File: config.mk
export PLATFORM = sky130hd
export DESIGN_NAME = frame_pixel_tx_flat
export DESIGN_NICKNAME = d
export VERILOG_FILES = /design/src/rtl/frame_pixel_tx_if.sv /design/src/rtl/frame_pixel_tx.sv /design/src/flat_wrapper.sv
export SDC_FILE = /design/constraint.sdc
export NUM_CORES = 1
export LEC_CHECK = 0
export CAP_MARGIN = 20
export CORE_MARGIN = 2
export CORE_UTILIZATION = 58
export DETAILED_ROUTE_END_ITERATION = 8
export PLACE_DENSITY = 0.85
export SLEW_MARGIN = 25
export SYNTH_ARGS = -nofsm -noshare
export SYNTH_HDL_FRONTEND = slang
export SYNTH_SLANG_ARGS = --single-unit
File: constraint.sdc
create_clock -name clock -period 4.17 [get_ports clock]
set_input_delay 0.417 -clock clock [delete_from_list [all_inputs] [get_ports clock]]
set_output_delay 0.417 -clock clock [all_outputs]
set_load 0.01 [all_outputs]
File: src/rtl/frame_pixel_tx_if.sv
// frame_pixel_tx_if: AXI-stream-style pixel beat bundle between the frame
// source and the filter line buffer (data, valid, ready, 2-bit TUSER marker).
interface frame_pixel_tx_if #(
  parameter int pix_depth = 4
);
  logic                 m_tvalid;
  logic                 m_tready;
  logic [pix_depth-1:0] m_tdata;
  logic [1:0]           TUSER;

  // Frame source drives the beat, consumer returns ready
  modport master (
    output m_tvalid,
    output m_tdata,
    output TUSER,
    input  m_tready
  );

  // Line buffer side
  modport slave (
    input  m_tvalid,
    input  m_tdata,
    input  TUSER,
    output m_tready
  );
endinterface

File: src/rtl/frame_pixel_tx.sv
// frame_pixel_tx: reads a stored frame row-major from a synchronous pixel
// memory (1-cycle read latency) and streams it as pixel beats with TUSER
// line/frame markers. A 2-entry output queue absorbs the read latency under
// backpressure while still sustaining one beat per cycle with ready high.
//
// Optional feature macro: FRAME_PIXEL_TX_HPAD_EN
//   When defined, every line is widened by add_cells replicated edge pixels
//   on each side; the replicas are produced by re-reading the edge address.
module frame_pixel_tx #(
  parameter int pix_depth    = 4,
  parameter int frame_width  = 10,
  parameter int frame_height = 10,
  parameter int filter_size  = 5,
  parameter int add_cells    = (filter_size - 1) / 2,
  parameter int addr_width   = 8
) (
  input  logic                  clock,
  input  logic                  reset,
  input  logic                  start,
  output logic                  busy,
  output logic                  frame_done,
  output logic                  mem_rd_en,
  output logic [addr_width-1:0] mem_addr,
  input  logic [pix_depth-1:0]  mem_rd_data,
  frame_pixel_tx_if.master      pix
);

`ifdef FRAME_PIXEL_TX_HPAD_EN
  localparam int PAD = add_cells;
`else
  localparam int PAD = 0 * add_cells;
`endif

  // Emitted beats per line, including any horizontal padding
  localparam int LINE_LEN = frame_width + 2 * PAD;
  localparam int PW       = $clog2(LINE_LEN + 1);
  localparam int YW       = $clog2(frame_height + 1);

  typedef enum logic [1:0] {
    IDLE  = 2'd0,
    RUN   = 2'd1,
    DRAIN = 2'd2
  } state_t;

  state_t                state_q;
  logic [PW-1:0]         pos_q;
  logic [YW-1:0]         y_q;
  logic [addr_width-1:0] addr_q;
  logic                  busy_q;
  logic                  done_q;
  logic                  inflight_q;
  logic [1:0]            tagPend_q;

  logic [1:0]            occ_q,   occ_d;
  logic [pix_depth-1:0]  data0_q, data0_d;
  logic [pix_depth-1:0]  data1_q, data1_d;
  logic [1:0]            user0_q, user0_d;
  logic [1:0]            user1_q, user1_d;

  logic                  pop;
  logic                  push;
  logic [2:0]            level;
  logic                  rdEn;
  logic                  lineEnd;
  logic                  lastRow;
  logic                  advance;
  logic [1:0]            issueTag;
  int                    posIdx;

  // Read issue decision, beat position decode and TUSER tag for the read
  // being issued this cycle. A read is only issued if its data is
  // guaranteed a queue slot once it returns next cycle.
  always_comb begin
    pop     = (occ_q != 2'd0) && pix.m_tready;
    push    = inflight_q;
    level   = {1'b0, occ_q} + {2'b00, inflight_q};
    rdEn    = (state_q == RUN) && (level < (3'd2 + {2'b00, pop}));
    lineEnd = (pos_q == PW'(LINE_LEN - 1));
    lastRow = (y_q == YW'(frame_height - 1));
    posIdx  = int'(pos_q);
    // The address moves on only when the next beat shows a different pixel:
    // inside the real pixel run, or from the line's last beat to the next line.
    advance = lineEnd || ((posIdx >= PAD) && (posIdx < PAD + frame_width - 1));
    if (pos_q == '0) begin
      issueTag = (y_q == '0) ? 2'b11 : 2'b01;
    end else if (lineEnd) begin
      issueTag = 2'b10;
    end else begin
      issueTag = 2'b00;
    end
  end

  // Control FSM with read-address/position counters and registered status.
  // Counters are zeroed once the last read is issued so the address rests at 0.
  always_ff @(posedge clock) begin
    if (reset) begin
      state_q    <= IDLE;
      pos_q      <= '0;
      y_q        <= '0;
      addr_q     <= '0;
      busy_q     <= 1'b0;
      done_q     <= 1'b0;
      inflight_q <= 1'b0;
      tagPend_q  <= 2'b00;
    end else begin
      done_q     <= 1'b0;
      inflight_q <= rdEn;
      if (rdEn) begin
        tagPend_q <= issueTag;
      end
      case (state_q)
        IDLE: begin
          if (start) begin
            state_q <= RUN;
            busy_q  <= 1'b1;
            pos_q   <= '0;
            y_q     <= '0;
            addr_q  <= '0;
          end
        end
        RUN: begin
          if (rdEn) begin
            if (lineEnd) begin
              pos_q <= '0;
              if (lastRow) begin
                y_q     <= '0;
                addr_q  <= '0;
                state_q <= DRAIN;
              end else begin
                y_q    <= y_q + YW'(1);
                addr_q <= addr_q + addr_width'(1);
              end
            end else begin
              pos_q <= pos_q + PW'(1);
              if (advance) begin
                addr_q <= addr_q + addr_width'(1);
              end
            end
          end
        end
        DRAIN: begin
          if (pop && (occ_q == 2'd1) && !inflight_q) begin
            state_q <= IDLE;
            busy_q  <= 1'b0;
            done_q  <= 1'b1;
          end
        end
        default: begin
          state_q <= IDLE;
          busy_q  <= 1'b0;
        end
      endcase
    end
  end

  // Next state of the 2-entry output queue: entry 0 is the head that drives
  // the beat, returning read data lands behind whatever is still queued.
  always_comb begin
    occ_d   = occ_q + {1'b0, push} - {1'b0, pop};
    data0_d = data0_q;
    data1_d = data1_q;
    user0_d = user0_q;
    user1_d = user1_q;
    case ({push, pop})
      2'b10: begin
        if (occ_q == 2'd0) begin
          data0_d = mem_rd_data;
          user0_d = tagPend_q;
        end else begin
          data1_d = mem_rd_data;
          user1_d = tagPend_q;
        end
      end
      2'b01: begin
        data0_d = data1_q;
        user0_d = user1_q;
      end
      2'b11: begin
        if (occ_q == 2'd1) begin
          data0_d = mem_rd_data;
          user0_d = tagPend_q;
        end else begin
          data0_d = data1_q;
          user0_d = user1_q;
          data1_d = mem_rd_data;
          user1_d = tagPend_q;
        end
      end
      default: begin
        data0_d = data0_q;
      end
    endcase
  end

  // Output queue registers; clearing them on reset also drops any read
  // that was still in flight, since inflight_q is cleared alongside.
  always_ff @(posedge clock) begin
    if (reset) begin
      occ_q   <= 2'd0;
      data0_q <= '0;
      data1_q <= '0;
      user0_q <= 2'b00;
      user1_q <= 2'b00;
    end else begin
      occ_q   <= occ_d;
      data0_q <= data0_d;
      data1_q <= data1_d;
      user0_q <= user0_d;
      user1_q <= user1_d;
    end
  end

  assign pix.m_tvalid = (occ_q != 2'd0);
  assign pix.m_tdata  = data0_q;
  assign pix.TUSER    = user0_q;
  assign mem_rd_en    = rdEn;
  assign mem_addr     = addr_q;
  assign busy         = busy_q;
  assign frame_done   = done_q;

endmodule

File: src/flat_wrapper.sv
// flat-port wrapper written by rule: the top's interface ports become plain ports
module frame_pixel_tx_flat 
#(
  parameter int pix_depth    = 4,
  parameter int frame_width  = 10,
  parameter int frame_height = 10,
  parameter int filter_size  = 5,
  parameter int add_cells    = (filter_size - 1) / 2,
  parameter int addr_width   = 8
)
  (clock, reset, start, busy, frame_done, mem_rd_en, mem_addr, mem_rd_data, pix_m_tvalid, pix_m_tdata, pix_TUSER, pix_m_tready);
  frame_pixel_tx_if #(.pix_depth(pix_depth)) pix_i ();
  input  logic clock;
  input  logic reset;
  input  logic start;
  output logic busy;
  output logic frame_done;
  output logic mem_rd_en;
  output logic [addr_width-1:0] mem_addr;
  input  logic [pix_depth-1:0] mem_rd_data;
  output wire logic [$bits(pix_i.m_tvalid)-1:0] pix_m_tvalid;
  output wire logic [$bits(pix_i.m_tdata)-1:0] pix_m_tdata;
  output wire logic [$bits(pix_i.TUSER)-1:0] pix_TUSER;
  input wire logic [$bits(pix_i.m_tready)-1:0] pix_m_tready;
  assign pix_m_tvalid = pix_i.m_tvalid;
  assign pix_m_tdata = pix_i.m_tdata;
  assign pix_TUSER = pix_i.TUSER;
  assign pix_i.m_tready = pix_m_tready;
  frame_pixel_tx #(.pix_depth(pix_depth), .frame_width(frame_width), .frame_height(frame_height), .filter_size(filter_size), .add_cells(add_cells), .addr_width(addr_width)) u_core (.clock(clock), .reset(reset), .start(start), .busy(busy), .frame_done(frame_done), .mem_rd_en(mem_rd_en), .mem_addr(mem_addr), .mem_rd_data(mem_rd_data), .pix(pix_i));
endmodule
* Word-level counts from Yosys, hierarchy flattened
Cells that the tools add are included.
W data, S select, Z words.
** Word-level totals
- Register bits after elaboration :: 37
** Operators by class
- Add/subtract/negate cells :: 7
- Magnitude comparators :: 2
- Equality and inequality tests :: 17
- Multiplexer cells :: 39
- Bitwise logic cells :: 2
- Reduce and logical (&&, ||, !) cells :: 22
** Operators with widths (count)
- $mux W4 :: 10
- $mux W8 :: 5
- $mux W2 :: 12
- $pmux W4 S2 :: 3
- $pmux W8 S2 :: 1
- $pmux W2 S3 :: 2
- $pmux W4 S3 :: 1
- $reduce_and A3 Y1 :: 3
- $add A4 B1 Y4 const B :: 2
- $add A8 B1 Y8 const B :: 1
- $eq A4 B4 Y1 const B :: 2
- $logic_not A4 Y1 :: 2
- $ne A2 B1 Y1 const B :: 4
- $ne A2 B2 Y1 const B :: 4
- $reduce_and A4 Y1 :: 2
- $eq A2 B1 Y1 const B :: 3
- $eq A2 B2 Y1 const B :: 3
- $reduce_bool A2 Y1 :: 3
- $reduce_and A5 Y1 :: 1
- $logic_and A1 B1 Y1 :: 4
- $logic_not A2 Y1 :: 2
- $lt A4 B4 Y1 const B :: 1
- $pmux W2 S2 :: 1
- $add A2 B1 Y3 :: 1
- other kinds (13) :: 16

* Depth between registers and ports, before layout
- Depth after elaboration :: 7
- Mapped depth :: 8

* Worst setup path after synthesis
Ideal clock, no wire load.
- Path type :: flip-flop to flip-flop
- Start point :: reg u_core.occ_q[0]
- End point :: reg u_core.pos_q[2]
- Setup time :: 0.070 ns
- Arrival :: 1.945 ns
- Data required time :: 4.100 ns
- Slack :: 2.155 ns
- Cell stages (with the launch flop) :: 7
- Buffers on the path :: 0
- Period minus slack after synthesis :: 2.015 ns
- Path through :: dfxtp_1 -> ha_1 -> ha_1 -> nor4_4 -> nor2_1 -> or4_1 -> a21oi_1
** On the way
- Longest elaborated chain between the ends :: 7
** Ends and longest elaborated chain
- from (decl) :: line frame_pixel_tx.sv:54 : logic [1:0] occ_q, occ_d;
- from (signal assigned) :: line frame_pixel_tx.sv:199 : occ_q <= 2'd0;
- from (signal assigned) :: line frame_pixel_tx.sv:205 : occ_q <= occ_d;
- $reduce_bool A2 Y1 :: line frame_pixel_tx.sv:74 : pop = (occ_q != 2'd0) && pix.m_tready;
- $logic_and A1 B1 Y1 :: line frame_pixel_tx.sv:74
- $add A2 B1 Y3 :: line frame_pixel_tx.sv:77 : rdEn = (state_q == RUN) && (level < (3'd2 + {2'b00, pop}));
- $lt A3 B3 Y1 * :: line frame_pixel_tx.sv:77
- $logic_and A1 B1 Y1 * :: line frame_pixel_tx.sv:77
- $ne A2 B2 Y1 (no source line) *
- $reduce_and A3 Y1 (no source line) *
- to (signal assigned) :: line frame_pixel_tx.sv:134 : pos_q <= pos_q + PW'(1);
- to (decl) :: line frame_pixel_tx.sv:46 : logic [PW-1:0] pos_q;
Every way passes the cells marked *; elsewhere a longest branch is shown, timed or not.
A chain may end at the register's enable or synchronous reset.

* Worst setup path in the final report
- Start point :: reg u_core.occ_q[0]
- End point :: out mem_rd_en
** On the way
- Longest elaborated chain between the ends :: 5
** Ends and longest elaborated chain
- $reduce_bool A2 Y1 :: line frame_pixel_tx.sv:74
- $logic_and A1 B1 Y1 :: line frame_pixel_tx.sv:74
- $add A2 B1 Y3 :: line frame_pixel_tx.sv:77
- $lt A3 B3 Y1 * :: line frame_pixel_tx.sv:77
- $logic_and A1 B1 Y1 * :: line frame_pixel_tx.sv:77
- to (decl) :: line flat_wrapper.sv:18 : output logic mem_rd_en;
Marked as above.

==> impl_metrics.env <==
export IMPL_cts_tree="yes"
export IMPL_seqPwrFrac_pct=41.2
export IMPL_final_max_slew_viol_count=0
export IMPL_synth_flop_cell="dfxtp_1"
export IMPL_end_kind="primary output"
export IMPL_required_ns=3.75
export IMPL_drv_cap=0
export IMPL_grt_max_degree=40
export IMPL_fp_coreArea_mm2=0.00305
export IMPL_cts_setup_buffers=0
export IMPL_synth_nets=233
export IMPL_clkTransAtPathRegs_ns=0.12
export IMPL_io_buffers=25
export IMPL_yosysWarnings=0
export IMPL_hp_class="reg -> reg"
export IMPL_postPlaceCellArea_mm2=0.00213
export IMPL_p_switching_uw=402
export IMPL_wl_um=3640
export IMPL_grt_pass1_wl_um=6330
export IMPL_drive_above_1_share_pct=7.02
export IMPL_ant_nets=0
export IMPL_cpMostUsedCell="ha_1"
export IMPL_fin_worst_skew_ns=0.0166
export IMPL_vias=1628
export IMPL_synth_distinct_cells=43
export IMPL_arrival_ns=2.24
export IMPL_synth_area_mm2=0.00187
export IMPL_cts_root_buf="clkbuf_4"
export IMPL_total_power_uw=1120
export IMPL_insertion_delay_ns=0.34
export IMPL_routabilityCongestion=0.765
export IMPL_slew_headroom_pct=39.9
export IMPL_die_w_um=60.7
export IMPL_seq_area_frac_synth_pct=39.7
export IMPL_ys_seq_elements=37
export IMPL_combPwrFrac_pct=37.4
export IMPL_syn2layout_area_growth_pct=18.2
export IMPL_cp_cell_sequence="ha_1 -> ha_1 -> o21ai_0 -> nand2_1 -> inv_1 -> clkdlybuf4s50_1"
export IMPL_routed_via_density=5.69
export IMPL_cts_buffer_depth=2
export IMPL_path_max_fanout=7
export IMPL_setup_viol=0
export IMPL_pwr_share_clk_pct=21.4
export IMPL_die_h_um=60.7
export IMPL_syn_area_per_cell_um2=8.56
export IMPL_n_antenna_cell=0
export IMPL_critPathSlowestCell="clkdlybuf4s50_1"
export IMPL_crit_type="reg -> out"
export IMPL_final_instance_count_excl_fill=286
export IMPL_hpwl_um=2510
export IMPL_grt_pass1_vias=1368
export IMPL_layout_commonest_cell="dfxtp_1"
export IMPL_critPathLaunchType="register"
export IMPL_htree_num_levels=2
export IMPL_core_rowCount=20
export IMPL_synthCells=218
export IMPL_firstDrtPassIters=4
export IMPL_reg2reg_slack_ns=1.87
export IMPL_tightest_slew_ns=0.896
export IMPL_dp_cells=279
export IMPL_power_internal_uw=720
export IMPL_fillerInstances=249
export IMPL_ctsHoldBuffers=0
export IMPL_holdWs_ns=0.482
export IMPL_grt_usage_pct=23.2
export IMPL_swShare_pct=35.8
export IMPL_wl_per_cell_um=12.7
export IMPL_layout_common_cells="dfxtp_1 (37), nor2_1 (26), clkdlybuf4s50_1 (25), a21oi_1 (21), nand2_1 (20)"
export IMPL_tns_ns=0
export IMPL_status="complete, no violations"
export IMPL_final_net_count=257
export IMPL_drt_iter0_markers=59
export IMPL_period_needed_ns=2.66
export IMPL_cts_resized=0
export IMPL_rsz0062_at_grt="no"
export IMPL_gr_total_overflow=0
export IMPL_cpPeakStageDelay_ns=0.53
export IMPL_finalHoldViolations=0
export IMPL_cts_buffers=5
export IMPL_async_flop_share_pct=0
export IMPL_drcViolationCount=0
export IMPL_power_density_mw_per_mm2=508
export IMPL_fmax_mhz=376
export IMPL_layout_worst_path_cycle_share_pct=63.8
export IMPL_fin_area_mm2=0.00221
export IMPL_num_io_pins=26
export IMPL_vdd_drop_max_v=0.000333
export IMPL_antenna_found_initial=0
export IMPL_start_util_pct=61.1
export IMPL_clock_sinks=37
export IMPL_synth_edf_count=0
export IMPL_p_leak_uw=0.000855
export IMPL_die_area_mm2=0.00369
==> critical path: cells and delay by family, from the launching register on <==
family	cells	cell delay, ns
AND/OR/NAND/NOR	1	0.20
AO/OA/AOI/OAI	1	0.12
flip-flops	1	0.38
buffers and inverters	2	0.64
adder cells (fa/ha/maj)	2	0.55
==> kinds of logic (layout without fill, tap and decap cells) <==
kind of cell	after synthesis	after routing	share of synthesized area [%]
AND/OR/NAND/NOR	91	91	27.3
AO/OA/AOI/OAI	56	56	19.4
flip-flops	37	37	39.7
buffers and inverters	18	42	4.22
adder cells (fa/ha/maj)	7	7	4.69
multiplexers	7	7	3.75
XOR/XNOR	2	2	0.939
==> stage by stage <==
stage	util, %	worst slack [ns]
final	72.3	1.51
after CTS	72.3	1.49
after floorplan	-	2.15
after detailed placement	69.9	1.60
after global placement	69.9	1.63
after global routing	72.3	1.36
==> Yosys cell counts (all sizes together) (2+ instances only) <==
| library cell | count | area (µm²) |
|---|---|---|
| and3 | 5 | 31.3 |
| inv | 9 | 33.8 |
| and2 | 2 | 12.5 |
| mux2i | 7 | 70.1 |
| buf | 4 | 26.3 |
| nor2b | 6 | 37.5 |
| nor4 | 2 | 27.5 |
| nand2 | 20 | 75.1 |
| a22oi | 2 | 15.0 |
| a21oi | 21 | 105 |
| o31ai | 2 | 20.0 |
| clkbuf | 5 | 18.8 |
| dfxtp | 37 | 741 |
| o21ai | 20 | 111 |
| a31oi | 2 | 12.5 |
| nor2 | 26 | 97.6 |
| nand2b | 3 | 26.3 |
| or4 | 5 | 37.5 |
| or4b | 6 | 60.1 |
| nand3b | 2 | 15.0 |
| xnor2 | 2 | 17.5 |
| ha | 7 | 87.6 |
| a311oi | 4 | 35.0 |
| nand3 | 7 | 35.0 |
==> sequential cells by signal, summed over array words and instances (netlist names) <==
name,count
u_core.pix.m_tdata,4
u_core.occ_q,2
u_core.tagPend_q,2
u_core.user1_q,2
u_core.pix.TUSER,2
u_core.inflight_q,1
u_core.frame_done,1
u_core.mem_addr,8
u_core.busy,1
u_core.state_q,2
u_core.y_q,4
u_core.pos_q,4
u_core.data1_q,4
==> final cells by class <==
class	count	area, µm²	area share (%)
Timing Repair Buffer	26	258	11.7
Tap cell	44	55.1	2.49
Multi-Input combinational cell	163	1050	47.4
Inverter	9	33.8	1.53
Clock inverter	2	35.0	1.59
Sequential cell	37	741	33.6
Clock buffer	5	37.5	1.70
==> routing by layer <==
layer	track usage [%]	share of wire [%]	wire length (µm)
met1	31.6	47	1730
met2	35.5	47	1700
met3	6.40	5.0	183
met4	8.39	0.69	25
met5	0	0	0
==> final timing paths <==
kind / cells past startpoint / end / start
setup / recovery: 6 / mem_rd_en / u_core.occ_q[0]
hold / removal: 2 / u_core.tagPend_q[1] / u_core.tagPend_q[1]
setup reg to reg: 6 / u_core.mem_addr[5] / u_core.occ_q[0]
hold reg to reg: 2 / u_core.tagPend_q[1] / u_core.tagPend_q[1]
==> power by group through the flow <==
stage | sequential, µW | clock [µW] | combinational, µW
after floorplan | 459 | 0 | 305
after global placement | 470 | 0 | 414
after detailed placement | 471 | 0 | 421
after CTS | 463 | 245 | 424
after global routing | 473 | 264 | 478
final | 462 | 240 | 420
Power figures use the tool's default switching activity.
